<file path="src/rtl/apb_master.sv">
// APB initiator bridging the core's single-request data port to NUM_SLAVES
// peripherals. Decodes 4 KB windows at 0x1000_0000 and aborts on miss or timeout.
module apb_master #(
  parameter int NUM_SLAVES = 5,
  parameter int TIMEOUT    = 16
) (
  input  logic                       PCLK,
  input  logic                       PRESET,
  input  logic                       req,
  input  logic                       write,
  input  logic [31:0]                addr,
  input  logic [31:0]                wdata,
  output logic [31:0]                rdata,
  output logic                       ready,
  output logic                       err,
  output logic [31:0]                PADDR,
  output logic                       PWRITE,
  output logic [31:0]                PWDATA,
  output logic                       PENABLE,
  output logic [NUM_SLAVES-1:0]      PSEL,
  input  logic [32*NUM_SLAVES-1:0]   PRDATA,
  input  logic [NUM_SLAVES-1:0]      PREADY
);

  // Counter never exceeds TIMEOUT-1 because ACCESS is left at that value.
  localparam int CNT_W = (TIMEOUT > 2) ? $clog2(TIMEOUT) : 1;

  typedef enum logic [1:0] {
    IDLE   = 2'd0,
    SETUP  = 2'd1,
    ACCESS = 2'd2,
    ERROR  = 2'd3
  } state_t;

  state_t                  state;
  logic [NUM_SLAVES-1:0]   sel_oh;
  logic [CNT_W-1:0]        cnt;

  logic [NUM_SLAVES-1:0]   dec_oh;
  logic                    dec_hit;
  logic [31:0]             prdata_sel;
  logic                    pready_sel;

  always_comb begin
    dec_oh = '0;
    for (int i = 0; i < NUM_SLAVES; i++)
      dec_oh[i] = (addr[15:12] == 4'(i));
  end

  assign dec_hit = (addr[31:16] == 16'h1000) && (|dec_oh);

  // Response path is muxed by the latched one-hot select, so other slaves'
  // PREADY/PRDATA can never complete or corrupt the current transfer.
  always_comb begin
    prdata_sel = '0;
    for (int i = 0; i < NUM_SLAVES; i++)
      if (sel_oh[i])
        prdata_sel = prdata_sel | PRDATA[32*i +: 32];
  end

  assign pready_sel = |(PREADY & sel_oh);

  always_ff @(posedge PCLK or posedge PRESET) begin
    if (PRESET) begin
      state   <= IDLE;
      sel_oh  <= '0;
      cnt     <= '0;
      PADDR   <= '0;
      PWRITE  <= 1'b0;
      PWDATA  <= '0;
      PENABLE <= 1'b0;
      PSEL    <= '0;
      rdata   <= '0;
      ready   <= 1'b0;
      err     <= 1'b0;
    end else begin
      case (state)
        IDLE: begin
          ready   <= 1'b0;
          err     <= 1'b0;
          PSEL    <= '0;
          PENABLE <= 1'b0;
          if (req) begin
            PADDR  <= addr;
            PWRITE <= write;
            PWDATA <= wdata;
            sel_oh <= dec_oh;
            if (dec_hit) begin
              PSEL  <= dec_oh;
              cnt   <= '0;
              state <= SETUP;
            end else begin
              state <= ERROR;
            end
          end
        end

        SETUP: begin
          PENABLE <= 1'b1;
          state   <= ACCESS;
        end

        ACCESS: begin
          cnt <= cnt + 1'b1;
          if (pready_sel) begin
            rdata   <= PWRITE ? 32'h0 : prdata_sel;
            ready   <= 1'b1;
            err     <= 1'b0;
            PSEL    <= '0;
            PENABLE <= 1'b0;
            state   <= IDLE;
          end else if (cnt == CNT_W'(TIMEOUT - 1)) begin
            rdata   <= '0;
            ready   <= 1'b1;
            err     <= 1'b1;
            PSEL    <= '0;
            PENABLE <= 1'b0;
            state   <= IDLE;
          end
        end

        ERROR: begin
          rdata <= '0;
          ready <= 1'b1;
          err   <= 1'b1;
          state <= IDLE;
        end

        default: state <= IDLE;
      endcase
    end
  end

endmodule

</file>
<file path="config.mk">
export PLATFORM = sky130hd
export DESIGN_NAME = apb_master
export DESIGN_NICKNAME = d
export VERILOG_FILES = /design/src/rtl/apb_master.sv
export SDC_FILE = /design/constraint.sdc
export NUM_CORES = 1
export LEC_CHECK = 0
export CAP_MARGIN = 20
export CORE_MARGIN = 3
export CORE_UTILIZATION = 34
export CTS_CLUSTER_DIAMETER = 150
export DETAILED_ROUTE_END_ITERATION = 10
export PLACE_DENSITY = 0.78
export SYNTH_ARGS = -nofsm -noshare
export SYNTH_HDL_FRONTEND = slang
export SYNTH_SLANG_ARGS = --single-unit
export TNS_END_PERCENT = 1
</file>
<file path="constraint.sdc">
create_clock -name PCLK -period 3.3 [get_ports PCLK]
set_input_delay 0.495 -clock PCLK [delete_from_list [all_inputs] [get_ports PCLK]]
set_output_delay 0.495 -clock PCLK [all_outputs]
set_load 0.01 [all_outputs]
</file>
==> results.yml, run 1 <==
global_route:
  grt_pass1_vias: 5839
  busiest_layer: "met2"
  antenna_found_initial: 1
  grt_use_met3: 0.09695
  grt_overflow_total: 0
  grt_util_met2: 0.3997
  grtUsageMet1: 0.2635
  grt_usage: 0.2366
  grt_pass1_wl_um: 32480
  grt_start_max_net_pins: 84
logic_synthesis:
  syn_inst: 443
  post_synth_fa_ha_maj_area_fraction: 0.01156
  synthMuxAreaShare: 0.1371
  syn-num-nets: 681
  ys_types: 38
  synth-simple-area-share: 0.04393
  synth_xor_area_frac: 0
  syn_area_per_cell_sq_um: 12.22
  ys_seq_area_frac: 0.5364
  synth_top_family_by_area: "compound AO/OA/AOI/OAI gates"
  synth-seq-cells: 116
  ys_warn_count: 0
  synthesis.area_sq_um: 5411
  synth-compound-area-share: 0.2328
routing:
  wl_per_cell_um: 21.03
  via_count: 5357
  drtIter0Drc: 351
  drt_wl_total_um: 20880
  drc: 0
  ant_nets: 0
  first_pass_iters: 10
  via_per_inst: 5.395
timing:
  tightest_slew_ns: 0.6910
  post-route-period-util: 0.7053
  maxSlewViolCount: 0
  fin_crit_ns: 2.328
  max_slew_margin: 0.5351
  setup_ws_ns: 0.9724
  fin_skew_ns: 0.005630
  tns_ns: 0
  hold_slack_ns: 0.4723
  rsz0062_at_grt: "false"
  setup-violations-final: 0
  hold_viol: 0
  fmax_mhz: 429.6
pwr:
  p_leak_nw: 4.005
  power_density_nw_per_um2: 757.2
  ir_worst_vdd_mv: 0.6015
cts:
  clk_latency_ns: 0.41
  numCtsBuffers: 17
  cts_hold_buf: 0
  cts_tree: "built"
  cts_buffer_depth: 2
  ctsHtreeMaxLevel: 4
  cts_setup_buffers: 0
  clock_sinks: 116
  clk_pin_slew_ns: 0.05
  cts_resized: 0
  clock-root-buffer: "clkbuf_16"
critical_path:
  r2r_cells: 7
  timing.rr.start: "state[0]$_DFFE_PP0P_"
  worstPathRequired_ns: 3.59
  worstPathMaxFanout: 3
  slowest_stage: "nor4_1"
  cp-start-kind: "primary input"
  rrSetupSlack_ns: 1.10
  cpPeakStageDelay_ns: 0.64
  end_kind: "flip-flop"
  crit_chain: "clkdlybuf4s50_1 -> nor4_1 -> nand3_1 -> o21ai_0 -> nand2_1 -> mux2_2"
  crit_type: "primary input to flip-flop"
  cp.arrival_ns: 2.62
  reg2reg_to: "cnt[2]$_DFFE_PP0P_"
placement:
  place_ws_ns: 0.5598
  io_buffer_count: 337
  gp_congestion: 0.8877
  hpwl_um: 15690
min_path:
  min_from: "rdata[12]$_DFFE_PP0P_"
  hold_depth: 1
  hold_end: "rdata[12]$_DFFE_PP0P_"
  hold_class: "flip-flop to flip-flop"
finish:
  syn_to_final_growth_pct: 76.62
  layout-drive-gt1-share: 0.1396
  layout.nets: 1008
die:
  start_util: 0.3521
  die_y_um: 132.2
  num_rows: 45
  coreArea_sq_um: 15370
  num_io_pins: 338
  die_width_um: 132.2
  die-area_sq_um: 17470
outcome:
  status: "complete, no violations"
job:
  cap_violations: 0
-- logic make-up after synthesis --
kind of cell | count (synthesis)
AO/OA/AOI/OAI | 163
adder cells (fa/ha/maj) | 5
buffers and inverters | 45
flip-flops | 116
multiplexers | 66
AND/OR/NAND/NOR | 48
-- metal layers --
layer / vias up / routed length, um
met4: 0 / 610
met3: 40 / 2384
met5: - / 0
li1: 2399 / -
met2: 314 / 10310
met1: 2604 / 7574
-- worst max-delay path: cells and delay by family --
kind / cells / cell delay, ns
and+or+nand+nor: 3 / 1.04
muxes: 1 / 0.30
AOI/OAI and AO/OA: 1 / 0.33
buffers and inverters: 1 / 0.45
-- synthesized netlist by cell type --
| master | instances | area share |
|---|---|---|
| dfrtp_1 | 116 | 0.54 |
| nand4_1 | 1 | 0.0012 |
| nor4_1 | 3 | 0.0035 |
| o31ai_1 | 3 | 0.0042 |
| a31o_2 | 1 | 0.0016 |
| o21a_1 | 1 | 0.0014 |
| a21o_1 | 32 | 0.044 |
| buf_6 | 3 | 0.0062 |
| buf_1 | 3 | 0.0021 |
| inv_1 | 6 | 0.0042 |
| a21oi_1 | 7 | 0.0065 |
| mux2i_1 | 1 | 0.0018 |
| and2_1 | 1 | 0.0012 |
| a211oi_1 | 32 | 0.044 |
| nand2_1 | 20 | 0.014 |
| a22o_1 | 1 | 0.0016 |
| a21bo_2 | 1 | 0.0018 |
| ha_1 | 5 | 0.012 |
| o22ai_1 | 1 | 0.0012 |
| nor2_1 | 7 | 0.0049 |
| a222oi_1 | 33 | 0.061 |
| clkbuf_2 | 1 | 0.00092 |
| o21ai_1 | 1 | 0.00092 |
| a22oi_1 | 33 | 0.046 |
| or3_1 | 1 | 0.0012 |
| or4_1 | 1 | 0.0014 |
| buf_2 | 11 | 0.010 |
| clkbuf_1 | 21 | 0.015 |
| nor4b_1 | 1 | 0.0016 |
| o21ai_0 | 15 | 0.014 |
| and3_1 | 1 | 0.0012 |
| mux2_2 | 65 | 0.14 |
| nand4_2 | 1 | 0.0023 |
| nand3b_1 | 3 | 0.0042 |
| nor2b_1 | 1 | 0.0012 |
| a31oi_1 | 1 | 0.0012 |
| nand3_1 | 7 | 0.0065 |
| o21ai_4 | 1 | 0.0030 |
-- final cells by class --
class,count,area (sq um)
repair buffers,347,3486
flip-flops and latches,116,2903
multi-input cells,282,2310
well taps,211,264.0
fillers,1265,5813
clock buffers,21,460.4
inverters,6,26.28
diodes,1,2.502
clock inverters,9,106.4
-- power by group --
part           switching, W  internal [W]  leakage [nW]
combinational       0.00148       0.00176          2.27
sequential         0.000296       0.00194          1.47
clock              0.000623       0.00114         0.271
-- sequential cells by signal, indices dropped and copies added (netlist names) --
register and flops:
err 1, PWDATA 32, PADDR 32, ready 1, PSEL 5, rdata 32
sel_oh 5, PWRITE 1, cnt 4, state 2, PENABLE 1
-- worst max-delay path by stage --
stage / endpoint / slack (ns) / startpoint / depth (start not counted)
2_1_floorplan: PWDATA[10]$_DFFE_PP0P_ / 1.33 / state[0]$_DFFE_PP0P_ / 6
3_3_place_gp: cnt[0]$_DFFE_PP0P_ / 0.78 / addr[22] / 6
3_5_place_dp: cnt[2]$_DFFE_PP0P_ / 0.56 / addr[22] / 6
4_1_cts: cnt[2]$_DFFE_PP0P_ / 1.0 / addr[22] / 6
5_1_grt: cnt[0]$_DFFE_PP0P_ / 0.85 / addr[22] / 6
6_report: cnt[0]$_DFFE_PP0P_ / 0.97 / addr[22] / 6
-- cells in the final DEF, fill, tap and decap left out, drive strengths merged, types with 10 or more instances in the layout --
master,n
a21o,32
buf,10
dfrtp,116
a211oi,32
a222oi,33
mux2,65
a22oi,33
o21ai,17
clkdlybuf4s50,337
clkbuf,21
nand2,20
-- metrics by stage --
step | power, W | utilization | cell area [sq um] | cells
2_1_floorplan | 0.003826 | - | 5415 | 443
4_1_cts | 0.007296 | 0.6217 | 9555 | 992
3_5_place_dp | 0.005482 | 0.5848 | 8989 | 962
5_1_grt | 0.007641 | 0.6218 | 9558 | 993
3_3_place_gp | 0.005353 | 0.5848 | 8989 | 962
6_report | 0.007237 | 0.6218 | 9558 | 993
Power figures use the tool's default switching activity.
==> inputs of run 2 (changes only) <==
--- a/config.mk
+++ b/config.mk
@@ -6,11 +6,11 @@
 export NUM_CORES = 1
 export LEC_CHECK = 0
 export CAP_MARGIN = 20
-export CORE_MARGIN = 3
-export CORE_UTILIZATION = 34
+export CORE_AREA = 3 3 129 131
 export CTS_CLUSTER_DIAMETER = 150
 export DETAILED_ROUTE_END_ITERATION = 10
-export PLACE_DENSITY = 0.78
+export DIE_AREA = 0 0 132 134
+export PLACE_DENSITY = 0.76
 export SYNTH_ARGS = -nofsm -noshare
 export SYNTH_HDL_FRONTEND = slang
 export SYNTH_SLANG_ARGS = --single-unit
==> constraint.sdc (replaced) <==
create_clock -name PCLK -period 2.4 [get_ports PCLK]
set_input_delay 0.36 -clock PCLK [delete_from_list [all_inputs] [get_ports PCLK]]
set_output_delay 0.36 -clock PCLK [all_outputs]
set_load 0.01 [all_outputs]
==> results.yml, run 2 (synthesis gave the netlist of run 1 again) <==
critical_path:
  cp.arrival_ns: 2.25
  crit_type: "primary input to flip-flop"
  worstPathMaxFanout: 4
  r2r_cells: 6
  worstPathRequired_ns: 2.72
  end_kind: "flip-flop"
  cp-start-kind: "primary input"
outcome:
  status: "finished, violations left"
  violations: "design-rule violations"
routing:
  first_pass_iters: 11
  via_count: 5342
  wl_per_cell_um: 19.83
  drt_wl_total_um: 20000
  drc: 1
  via_per_inst: 5.294
  drtIter0Drc: 431
  ant_nets: 0
pwr:
  ir_worst_vdd_mv: 0.7611
  p_leak_nw: 4.068
  power_density_nw_per_um2: 1044
  seqPwrFrac: 0.303
  p_sw_frac: 0.3345
  switchingPower_w: 0.003378
  internal_power_w: 0.006720
  pwr-share-comb: 0.452
  pwr-share-clk: 0.246
finish:
  layout-drive-gt1-share: 0.1538
  largestRegisters: "PADDR: 32 flops, PWDATA: 32 flops, rdata: 32 flops"
  layout.nets: 1018
  antenna_cells: 0
  fillers: 1273
  final_common_cell: "clkdlybuf4s50_1"
  layout_common_cells: "clkdlybuf4s50_1, dfrtp_1, mux2_2"
  syn_to_final_growth_pct: 78.71
cts:
  cts_setup_buffers: 0
  clk_pin_slew_ns: 0.06
  clock_sinks: 116
  cts_tree: "built"
  clock-root-buffer: "clkbuf_16"
  ctsHtreeMaxLevel: 4
  cts_hold_buf: 0
  clk_latency_ns: 0.41
  cts_resized: 0
  cts_buffer_depth: 2
  numCtsBuffers: 17
global_route:
  grt_start_max_net_pins: 53
  grt_pass1_vias: 5708
  grt_usage: 0.2216
  antenna_found_initial: 0
  grt_pass1_wl_um: 30970
  grt_overflow_total: 0
timing:
  rsz0062_at_grt: "false"
  hold_viol: 0
  setup-violations-final: 0
  fin_crit_ns: 1.930
  setup_ws_ns: 0.4701
  fin_skew_ns: 0.008030
  fmax_mhz: 518.2
  max_slew_margin: 0.5948
  tightest_slew_ns: 0.6078
  tns_ns: 0
  maxSlewViolCount: 0
  post-route-period-util: 0.8041
die:
  start_util: 0.3444
  num_io_pins: 338
  die_width_um: 132
  die-area_sq_um: 17690
  coreArea_sq_um: 15710
  num_rows: 46
  die_y_um: 134
placement:
  io_buffer_count: 337
  hpwl_um: 15110
  gp_congestion: 0.8477
  place_ws_ns: 0.08054
job:
  cap_violations: 0
min_path:
  hold_class: "primary input to asynchronous set/reset pin"
-- run 2: final timing paths --
| kind | start | end | slack (ns) |
|---|---|---|---|
| setup / recovery | addr[21] | PSEL[3]$_DFFE_PP0P_ | 0.47 |
| hold / removal | PRESET | PADDR[11]$_DFFE_PP0P_ | 0.34 |
| setup reg to reg | sel_oh[0]$_DFFE_PP0P_ | rdata[30]$_DFFE_PP0P_ | 0.50 |
| hold reg to reg | rdata[25]$_DFFE_PP0P_ | rdata[25]$_DFFE_PP0P_ | 0.48 |
| max in group asynchronous | PRESET | PWDATA[30]$_DFFE_PP0P_ | 1.43 |
| min in group PCLK | rdata[25]$_DFFE_PP0P_ | rdata[25]$_DFFE_PP0P_ | 0.48 |
-- run 2: final cells by class --
cell class / instances / area (sq um) / area share
clock buffers: 18 / 429.2 / 0.04438
clock inverters: 14 / 151.4 / 0.01566
inverters: 6 / 26.28 / 0.002717
multi-input cells: 282 / 2305 / 0.2383
flip-flops and latches: 116 / 2903 / 0.3002
well taps: 216 / 270.3 / 0.02795
repair buffers: 357 / 3586 / 0.3708
-- run 2: layer usage --
| metal | vias to the layer above | wire length (um) | GRT usage |
|---|---|---|---|
| li1 | 2421 | - | - |
| met1 | 2567 | 7405 | 0.2508 |
| met2 | 304 | 9809 | 0.3720 |
| met3 | 50 | 2048 | 0.08365 |
| met4 | 0 | 741 | 0.1039 |
| met5 | - | 0 | 0 |
-- run 2: power groups by stage --
stage / logic (W) / registers (W) / clock network (W)
after floorplan: 0.00193 / 0.00333 / 0
after global placement: 0.00445 / 0.00304 / 0
after detailed placement: 0.00455 / 0.00308 / 0
after CTS: 0.00460 / 0.00307 / 0.00253
after global routing: 0.00491 / 0.00315 / 0.00262
final: 0.00456 / 0.00306 / 0.00248
-- run 2: critical path, cell delays in order --
cell and delay [ns]:
clkdlybuf4s50_1 0.45, nor4_1 0.53, nand3_1 0.13, or4_1 0.57
o21ai_0 0.21
-- run 2: through the flow --
| step | total power [W] | instance area (sq um) | std cells | util | hold slack [ns] |
|---|---|---|---|---|---|
| floorplan | 0.005260 | 5415 | 443 | - | 0.4591 |
| global placement | 0.007491 | 9090 | 977 | 0.5785 | 0.4619 |
| detailed placement | 0.007636 | 9090 | 977 | 0.5785 | 0.4650 |
| CTS | 0.01019 | 9671 | 1009 | 0.6155 | 0.3439 |
| global route | 0.01067 | 9671 | 1009 | 0.6155 | 0.3853 |
| finish | 0.01010 | 9671 | 1009 | 0.6155 | 0.3423 |
==> inputs of run 3 (changes only) <==
--- a/config.mk
+++ b/config.mk
@@ -6,11 +6,11 @@
 export NUM_CORES = 1
 export LEC_CHECK = 0
 export CAP_MARGIN = 20
-export CORE_AREA = 3 3 129 131
+export CORE_MARGIN = 3
+export CORE_UTILIZATION = 34
 export CTS_CLUSTER_DIAMETER = 150
 export DETAILED_ROUTE_END_ITERATION = 10
-export DIE_AREA = 0 0 132 134
-export PLACE_DENSITY = 0.76
+export PLACE_DENSITY = 0.78
 export SYNTH_ARGS = -nofsm -noshare
 export SYNTH_HDL_FRONTEND = slang
 export SYNTH_SLANG_ARGS = --single-unit
==> constraint.sdc (replaced) <==
create_clock -name PCLK -period 1.6 [get_ports PCLK]
set_input_delay 0.24 -clock PCLK [delete_from_list [all_inputs] [get_ports PCLK]]
set_output_delay 0.24 -clock PCLK [all_outputs]
set_load 0.01 [all_outputs]
==> results.yml, run 3 (synthesis gave the netlist of run 1 again) <==
min_path:
  hold_class: "primary input to asynchronous set/reset pin"
cts:
  clk_latency_ns: 0.42
  cts_buffer_depth: 2
  cts_tree: "built"
  clock_sinks: 116
  clock-root-buffer: "clkbuf_16"
  numCtsBuffers: 17
  clk_pin_slew_ns: 0.06
  ctsHtreeMaxLevel: 4
global_route:
  grt_overflow_total: 0
  grt_start_max_net_pins: 50
  grt_pass1_vias: 6121
  antenna_found_initial: 0
  grt_usage: 0.2407
  grt_pass1_wl_um: 33370
timing:
  max_slew_margin: 0.7165
  post-route-period-util: 1.135
  setup_ws_ns: -0.2153
  setup-violations-final: 41
  fin_crit_ns: 1.815
  fin_skew_ns: 0.01687
  fmax_mhz: 550.9
  tightest_slew_ns: 0.4252
  maxSlewViolCount: 0
  hold_viol: 0
  rsz0062_at_grt: "true"
critical_path:
  rrSetupSlack_ns: -0.22
  slowest_stage: "dfrtp_2"
  crit_type: "flip-flop to flip-flop"
  cp.buffers_inverters: 1
  cp.arrival_ns: 2.16
  cp-start-kind: "flip-flop"
  end_kind: "flip-flop"
  cpLargestDelayFamily: "compound AO/OA/AOI/OAI gates"
  worstPathRequired_ns: 1.95
  cpPeakStageDelay_ns: 0.44
  crit_chain: "ha_1 -> or3_1 -> buf_12 -> a211oi_1 -> a21o_1"
  worstPathMaxFanout: 32
pwr:
  power.total_w: 0.01644
  ir_worst_vdd_mv: 1.223
  seqPwrFrac: 0.279
  p_sw_frac: 0.3354
  switchingPower_w: 0.005513
  internal_power_w: 0.01092
  pwr-share-clk: 0.243
  power_density_nw_per_um2: 1602
  p_leak_nw: 4.877
  pwr-share-comb: 0.478
die:
  die-area_sq_um: 17470
  num_rows: 45
  num_io_pins: 338
  coreArea_sq_um: 15370
  start_util: 0.3521
  die_y_um: 132.2
  die_width_um: 132.2
placement:
  gp_congestion: 0.8338
  hpwl_um: 15670
  io_buffer_count: 337
  placed_cell_area_sq_um: 9314
finish:
  layout-drive-gt1-share: 0.2090
  seq_area_sq_um: 2904
  layout_common_cells: "clkdlybuf4s50_1, dfrtp_1, mux2_2"
  final_common_cell: "clkdlybuf4s50_1"
  antenna_cells: 0
  layout.nets: 1048
  syn_to_final_growth_pct: 89.64
  post-route-cell-area_sq_um: 10260
  final_util: 0.6676
  multi_input_area_sq_um: 2430
  largestRegisters: "PADDR: 32 flops, PWDATA: 32 flops, rdata: 32 flops"
  fillers: 1143
routing:
  drc: 0
  ant_nets: 0
  wl_per_cell_um: 20.57
  drtIter0Drc: 421
  via_per_inst: 5.352
  via_count: 5534
  drt_wl_total_um: 21270
  first_pass_iters: 8
job:
  cap_violations: 0
outcome:
  status: "finished, violations left"
  violations: "negative setup slack"
-- run 3: repair_timing --
item	4_1_cts	5_1_grt
hold buffers	0	0
endpoints found under the hold margin	0	0
gates cloned	2	0
pin swaps	1	1
gates resized for setup	32	66
setup buffers	3	0
endpoints found under the setup margin	122	153
-- run 3: layout make-up --
type | count | area share
clock buffer | 17 | 0.04145
clock inverter | 15 | 0.01902
inverter | 6 | 0.002560
sequential | 116 | 0.2830
tap | 211 | 0.02573
multi-input combinational | 282 | 0.2368
timing repair buffer | 387 | 0.3915
-- run 3: worst paths after layout --
check	to	cells past startpoint	from
worst min register to register	rdata[30]$_DFFE_PP0P_	1	rdata[30]$_DFFE_PP0P_
max in group asynchronous	PWDATA[25]$_DFFE_PP0P_	3	PRESET
worst max register to register	rdata[25]$_DFFE_PP0P_	5	state[1]$_DFFE_PP0P_
min in group PCLK	PADDR[1]$_DFFE_PP0P_	2	addr[1]
worst min-delay path	PWRITE$_DFFE_PP0P_	2	PRESET
worst max-delay path	rdata[25]$_DFFE_PP0P_	5	state[1]$_DFFE_PP0P_
-- run 3: power groups by stage --
stage | clock (W) | combinational, W | sequential (W)
detailed placement | 0 | 0.00730 | 0.00460
CTS | 0.00407 | 0.00786 | 0.00460
floorplan | 0 | 0.00291 | 0.00499
finish | 0.00399 | 0.00785 | 0.00459
global placement | 0 | 0.00716 | 0.00453
global route | 0.00424 | 0.00841 | 0.00472
-- run 3: per-stage QoR --
stage | std cells | setup WS [ns] | hold slack (ns) | TNS [ns]
5_1_grt | 1034 | -0.2947 | 0.1757 | -10.17
3_3_place_gp | 997 | -0.4805 | 0.4609 | -21.35
4_1_cts | 1034 | -0.1626 | 0.1397 | -7.569
2_1_floorplan | 443 | -0.2042 | 0.3906 | -17.67
3_5_place_dp | 997 | -0.4925 | 0.4669 | -23.49
6_report | 1034 | -0.2153 | 0.1510 | -3.836
-- run 3: metal layers --
layer  part of all wire  GRT usage  wire length (um)  vias to the layer above
li1                   -          -                 -                     2488
met1               0.38     0.2773              8046                     2677
met2               0.49     0.4059             10450                      330
met3               0.11    0.09313              2241                       39
met4              0.025    0.09102               534                        0
met5                  0          0                 0                        -
